File: src/rtl/tile_ram_scheduler.sv
// Single-port tile/sprite RAM scheduler: the display fetch owns the port inside the board window,
// and the req/ack sprite writer gets every other cycle. Define WR_STALL_STAT_EN to add wr_wait_max.
module tile_ram_scheduler #(
    parameter int WIDTH       = 12,
    parameter int TILE        = 50,
    parameter int BOARD_X0    = 50,
    parameter int BOARD_Y0    = 50,
    parameter int BOARD_TILES = 10,
    parameter int ADDR_W      = 16,
    parameter int DATA_W      = 32,
    parameter int RAM_LAT     = 1
) (
    input  logic              clk_vga,
    input  logic              reset,
    input  logic [WIDTH-1:0]  hdata,
    input  logic [WIDTH-1:0]  vdata,
    input  logic [ADDR_W-1:0] sprite_base,
    input  logic              load_done,
    input  logic              wr_req,
    input  logic [ADDR_W-1:0] wr_addr,
    input  logic [DATA_W-1:0] wr_data,
    output logic              wr_ack,
    output logic [ADDR_W-1:0] ram_addr,
    output logic [DATA_W-1:0] ram_data,
    output logic              ram_we,
    input  logic [DATA_W-1:0] ram_q,
    output logic [DATA_W-1:0] pix_data,
    output logic              pix_valid,
`ifdef WR_STALL_STAT_EN
    output logic [15:0]       wr_wait_max,
`endif
    output logic              running
);

    localparam int OFF_W = (TILE > 1) ? $clog2(TILE) : 1;
    localparam int SPAN  = TILE * BOARD_TILES;

    localparam logic [WIDTH-1:0] X_FIRST  = WIDTH'(BOARD_X0);
    localparam logic [WIDTH-1:0] X_LAST   = WIDTH'(BOARD_X0 + SPAN - 1);
    localparam logic [WIDTH-1:0] Y_FIRST  = WIDTH'(BOARD_Y0);
    localparam logic [WIDTH-1:0] Y_LAST   = WIDTH'(BOARD_Y0 + SPAN - 1);
    localparam logic [OFF_W-1:0] OFF_LAST = OFF_W'(TILE - 1);

    typedef enum logic {
        ST_LOAD,
        ST_RUN
    } state_t;

    state_t state;
    state_t state_next;

    logic              h_in;
    logic              v_in;
    logic              in_win;
    logic              disp_sel;
    logic              wr_grant;
    logic [OFF_W-1:0]  h_cnt;
    logic [OFF_W-1:0]  v_cnt;
    logic [OFF_W-1:0]  h_off;
    logic [OFF_W-1:0]  h_next;
    logic [OFF_W-1:0]  v_next;
    logic              row_start;
    logic              row_end;
    logic [ADDR_W-1:0] fetch_addr;
    logic [RAM_LAT:0]  valid_pipe;

    assign h_in   = (hdata >= X_FIRST) && (hdata <= X_LAST);
    assign v_in   = (vdata >= Y_FIRST) && (vdata <= Y_LAST);
    assign in_win = h_in && v_in;

    // h_cnt holds the offset of the next pixel; the first window column forces zero directly
    assign h_off     = (hdata == X_FIRST) ? '0 : h_cnt;
    assign h_next    = (h_off == OFF_LAST) ? '0 : h_off + OFF_W'(1);
    assign v_next    = (v_cnt == OFF_LAST) ? '0 : v_cnt + OFF_W'(1);
    assign row_start = (vdata == Y_FIRST) && (hdata == '0);
    assign row_end   = v_in && (hdata == X_LAST);

    assign fetch_addr = sprite_base + ADDR_W'(32'(v_cnt) * TILE) + ADDR_W'(h_off);

    assign running = (state == ST_RUN);

    always_ff @(posedge clk_vga or posedge reset) begin
        if (reset) begin
            state <= ST_LOAD;
        end else begin
            state <= state_next;
        end
    end

    always_comb begin
        state_next = state;
        disp_sel   = 1'b0;
        wr_grant   = 1'b0;
        case (state)
            ST_LOAD: begin
                if (load_done) begin
                    state_next = ST_RUN;
                end
            end
            ST_RUN: begin
                disp_sel = in_win;
            end
            default: begin
                state_next = ST_LOAD;
            end
        endcase
        // The cycle right after an ack still shows the old request, so it is never grantable
        wr_grant = !disp_sel && wr_req && !wr_ack;
    end

    always_ff @(posedge clk_vga or posedge reset) begin
        if (reset) begin
            h_cnt <= '0;
            v_cnt <= '0;
        end else begin
            if (in_win) begin
                h_cnt <= h_next;
            end else if (hdata == X_FIRST) begin
                h_cnt <= '0;
            end
            if (row_start) begin
                v_cnt <= '0;
            end else if (row_end) begin
                v_cnt <= v_next;
            end
        end
    end

    always_ff @(posedge clk_vga or posedge reset) begin
        if (reset) begin
            ram_addr <= '0;
            ram_data <= '0;
            ram_we   <= 1'b0;
            wr_ack   <= 1'b0;
        end else begin
            ram_we <= wr_grant;
            wr_ack <= wr_grant;
            if (disp_sel) begin
                ram_addr <= fetch_addr;
            end else if (wr_grant) begin
                ram_addr <= wr_addr;
                ram_data <= wr_data;
            end
        end
    end

    // valid_pipe[RAM_LAT] lines up with ram_q for the pixel fetched RAM_LAT+1 edges earlier
    always_ff @(posedge clk_vga or posedge reset) begin
        if (reset) begin
            valid_pipe <= '0;
            pix_valid  <= 1'b0;
            pix_data   <= '0;
        end else begin
            valid_pipe[0] <= disp_sel;
            for (int i = 1; i <= RAM_LAT; i++) begin
                valid_pipe[i] <= valid_pipe[i-1];
            end
            pix_valid <= valid_pipe[RAM_LAT];
            pix_data  <= valid_pipe[RAM_LAT] ? ram_q : '0;
        end
    end

`ifdef WR_STALL_STAT_EN
    logic [15:0] wait_cnt;
    logic [15:0] wait_now;
    logic        frame_start;

    assign frame_start = (hdata == '0) && (vdata == '0);
    assign wait_now    = (wait_cnt == 16'hFFFF) ? 16'hFFFF : wait_cnt + 16'd1;

    // wait_now counts the grant cycle itself, so an immediate grant records 1
    always_ff @(posedge clk_vga or posedge reset) begin
        if (reset) begin
            wait_cnt    <= '0;
            wr_wait_max <= '0;
        end else begin
            if (wr_grant || !wr_req || wr_ack) begin
                wait_cnt <= '0;
            end else begin
                wait_cnt <= wait_now;
            end
            if (frame_start) begin
                wr_wait_max <= '0;
            end else if (wr_grant && (wait_now > wr_wait_max)) begin
                wr_wait_max <= wait_now;
            end
        end
    end
`endif

endmodule

File: config.mk
export PLATFORM = sky130hd
export DESIGN_NAME = tile_ram_scheduler
export DESIGN_NICKNAME = d
export VERILOG_FILES = /design/src/rtl/tile_ram_scheduler.sv
export SDC_FILE = /design/constraint.sdc
export NUM_CORES = 1
export LEC_CHECK = 0
export ABC_AREA = 1
export CAP_MARGIN = 10
export CORE_MARGIN = 2
export CORE_UTILIZATION = 45
export DETAILED_ROUTE_END_ITERATION = 16
export PLACE_DENSITY = 0.81
export SETUP_SLACK_MARGIN = 0.15
export SYNTH_ARGS = -nofsm -noshare
export SYNTH_HDL_FRONTEND = slang
export SYNTH_SLANG_ARGS = --single-unit
export TNS_END_PERCENT = 10
File: constraint.sdc
create_clock -name clk_vga -period 4.9 [get_ports clk_vga]
set_input_delay 0.735 -clock clk_vga [delete_from_list [all_inputs] [get_ports clk_vga]]
set_output_delay 0.735 -clock clk_vga [all_outputs]
set_load 0.02 [all_outputs]
==> results.sh <==
export IMPL_status="complete, no violations"
export IMPL_cp_arrival_ps=4250
export IMPL_min_path_type="flip-flop to flip-flop"
export IMPL_ys_warn_count=0
export IMPL_path_buf_inv=1
export IMPL_r2r_start="v_cnt[2]$_DFFE_PP0P_"
export IMPL_grt_pass1_wl_um=23920
export IMPL_critPathSlowestCell="dfrtp_1"
export IMPL_setup_violations=0
export IMPL_power_mw=2.225
export IMPL_startpoint_type="flip-flop"
export IMPL_area_growth_synth_to_final_pct=43.91
export IMPL_powerDensity_mw_per_mm2=275.3
export IMPL_slew_headroom_pct=31.67
export IMPL_hold_viol_final=0
export IMPL_chipHeight_um=115.7
export IMPL_max_freq_mhz=249.0
export IMPL_synth_ff_type="dfrtp_1"
export IMPL_maxSlewViolCount=0
export IMPL_routabilityCongestion=0.9243
export IMPL_postRouteWirelength_um=14810
export IMPL_synth_top_area_share_pct=43.22
export IMPL_seqCellArea_mm2=0.002427
export IMPL_postCtsHoldBufs=0
export IMPL_dp_hpwl_um=11660
export IMPL_clock_sinks=97
export IMPL_cts_tree="yes"
export IMPL_antenna_found_initial=0
export IMPL_track_usage_pct=22.67
export IMPL_critical_path_required_ps=5130
export IMPL_multi_input_area_mm2=0.002733
export IMPL_antenna_left=0
export IMPL_fillers=988
export IMPL_design_area_mm2=0.008083
export IMPL_grt_max_degree=65
export IMPL_ctsResizeCount=0
export IMPL_nNetsFinal=1076
export IMPL_root_buffer="clkbuf_16"
export IMPL_cts_setup_buffers=0
export IMPL_design_core_area_mm2=0.01211
export IMPL_ios=208
export IMPL_cts_max_level=3
export IMPL_ir_worst_vdd_mv=0.1524
export IMPL_final_common_cell="nand2_1"
export IMPL_cp_startpoint="v_cnt[2]$_DFFE_PP0P_"
export IMPL_n_antenna_cell=0
export IMPL_start_util_pct=46.37
export IMPL_synthArstFlopShare_pct=100.0
export IMPL_worstPathMaxFanout=5
export IMPL_ys_seq_area_share_pct=43.22
export IMPL_min_period_ps=4016
export IMPL_postSynthNetCount=873
export IMPL_synthesis_area_mm2=0.005617
export IMPL_worstSetupPathType="flip-flop to flip-flop"
export IMPL_cts_clk_slew_worst_paths_ps=70
export IMPL_r2r_slack_ps=880
export IMPL_ff2ff_path_depth=21
export IMPL_worst_r2r_endpoint="ram_addr[15]$_DFFE_PP0P_"
export IMPL_avgSynthCellArea_um2=8.081
export IMPL_path_depth=21
export IMPL_netlist_top_cells_area="dfrtp_1, nand2_1, ha_1"
export IMPL_clk_latency_ps=350
export IMPL_syn_inst=695
export IMPL_crit_family="adder cells"
export IMPL_drc=0
export IMPL_rsz0062_at_grt="no"
export IMPL_slowest_delay_ps=460
export IMPL_max_cap_viol_count=0
export IMPL_numCtsBuffers=9
export IMPL_grt_overflow=0
export IMPL_fp_row_count=40
export IMPL_placed_area_mm2=0.007800
export IMPL_grt_pass1_vias=4913
export IMPL_num_vias=5107
export IMPL_path_cells="inv_1 > ha_1 > ha_1 > ha_1 > ha_1 > a21oi_1 > nand2_1 > nand2_1 > nand2_1 > a21oi_1 > xnor2_1 > ha_1 > ha_1 > a21oi_1 > o21ai_0 > a21oi_1 > nand2_1 > nand2_1 > nand2_1 > nand2_1 > nand3_1"
export IMPL_via_per_inst=4.768
export IMPL_yosysTopAreaCell="dfrtp_1"
export IMPL_first_pass_iters=5
export IMPL_fin_setup_tns_ps=0
export IMPL_drive_above_1_share_pct=3.987
export IMPL_ys_types=35
export IMPL_synth_edf_count=0
export IMPL_numPortBuffers=207
export IMPL_post_drt_wl_per_cell_um=13.83
export IMPL_clockBufferDepth=2
export IMPL_ys_ff_latch=97
export IMPL_setup_worst_path_end="ram_addr[15]$_DFFE_PP0P_"
export IMPL_drt_iter0_drc=316
export IMPL_die_w_um=115.7
export IMPL_fin_skew_ps=6.643
export IMPL_critPathCaptureType="flip-flop"
export IMPL_worstMarginPinSlew_ps=1025
export IMPL_finalCritPeriodShare_pct=81.97
export IMPL_power_leakage_nw=4.201
export IMPL_dieArea_mm2=0.01339
export IMPL_cpMostUsedCell="nand2_1"
export IMPL_most_common_layout_cells="nand2_1, clkdlybuf4s50_1, dfrtp_1"
==> worst min-delay path by stage <==
stage / start / end / slack, ps / cells after the start
after global routing: valid_pipe[0]$_DFF_PP0_ / valid_pipe[1]$_DFF_PP0_ / 370 / 0
after CTS: valid_pipe[0]$_DFF_PP0_ / valid_pipe[1]$_DFF_PP0_ / 350 / 0
after detailed placement: valid_pipe[0]$_DFF_PP0_ / valid_pipe[1]$_DFF_PP0_ / 340 / 0
after global placement: valid_pipe[0]$_DFF_PP0_ / valid_pipe[1]$_DFF_PP0_ / 330 / 0
after floorplan: valid_pipe[0]$_DFF_PP0_ / valid_pipe[1]$_DFF_PP0_ / 330 / 0
final: valid_pipe[0]$_DFF_PP0_ / valid_pipe[1]$_DFF_PP0_ / 350 / 0
==> cells in the mapped netlist (2+ instances only) <==
master    instances
a21o_1            3
a21oi_1          15
buf_2             3
buf_4             4
buf_6             4
clkbuf_1          5
dfrtp_1          97
fa_1              7
ha_1             47
inv_1            87
inv_2             4
nand2_1         229
nand2_2           2
nand3_1          83
nand4_1          10
nor2_1           35
nor2_2            5
nor3_1            4
o21a_1            2
o21ai_0          16
or2_2             2
xnor2_1           9
xor2_1           10
==> registers in the layout (all words and copies together), names as in the netlist <==
signal	count
running	1
ram_addr	16
ram_data	32
pix_data	32
valid_pipe	2
v_cnt	6
h_cnt	6
ram_we	1
pix_valid	1
==> routing by layer <==
| layer | vias up | GRT usage [%] | wire (um) |
|---|---|---|---|
| met5 | - | 0 | 0 |
| met4 | 0 | 6.984 | 231 |
| met3 | 19 | 5.439 | 1122 |
| met2 | 157 | 40.00 | 7295 |
| met1 | 2328 | 27.52 | 6159 |
| li1 | 2603 | - | - |
==> report_power, final <==
part,switching (mW),leakage [nW],internal [mW]
Combinational,0.334,2.83,0.307
Sequential,0.0403,1.23,0.871
Clock,0.311,0.140,0.362
Total,0.685,4.20,1.54
==> cells by family (layout without fill, tap and decap cells) <==
| logic type | count (synthesis) | after routing | share of synthesized area [%] |
|---|---|---|---|
| adder cells (fa/ha/maj) | 54 | 54 | 12.96 |
| XOR/XNOR | 19 | 19 | 2.963 |
| AND/OR/NAND/NOR | 379 | 379 | 29.00 |
| flip-flops | 97 | 97 | 43.22 |
| buffers and inverters | 108 | 316 | 8.131 |
| AO/OA/AOI/OAI | 38 | 38 | 3.720 |
==> stage by stage <==
stage               util [%]  hold WS, ps  setup WS (ps)  instances
floorplan                  -        331.2           1191        695
global placement       64.40        334.4          921.5       1055
detailed placement     64.40        335.5          849.2       1055
CTS                    66.74        353.3          866.6       1071
global route           66.74        373.3          544.8       1071
finish                 66.74        352.3          883.6       1071
==> layout make-up <==
class / count / area share [%]
clock buffer: 11 / 3.003
sequential: 97 / 30.03
multi-input combinational: 490 / 33.81
clock inverter: 5 / 0.4954
timing repair buffer: 208 / 25.73
inverter: 92 / 4.334
tap: 168 / 2.601
Power figures use the tool's default switching activity.
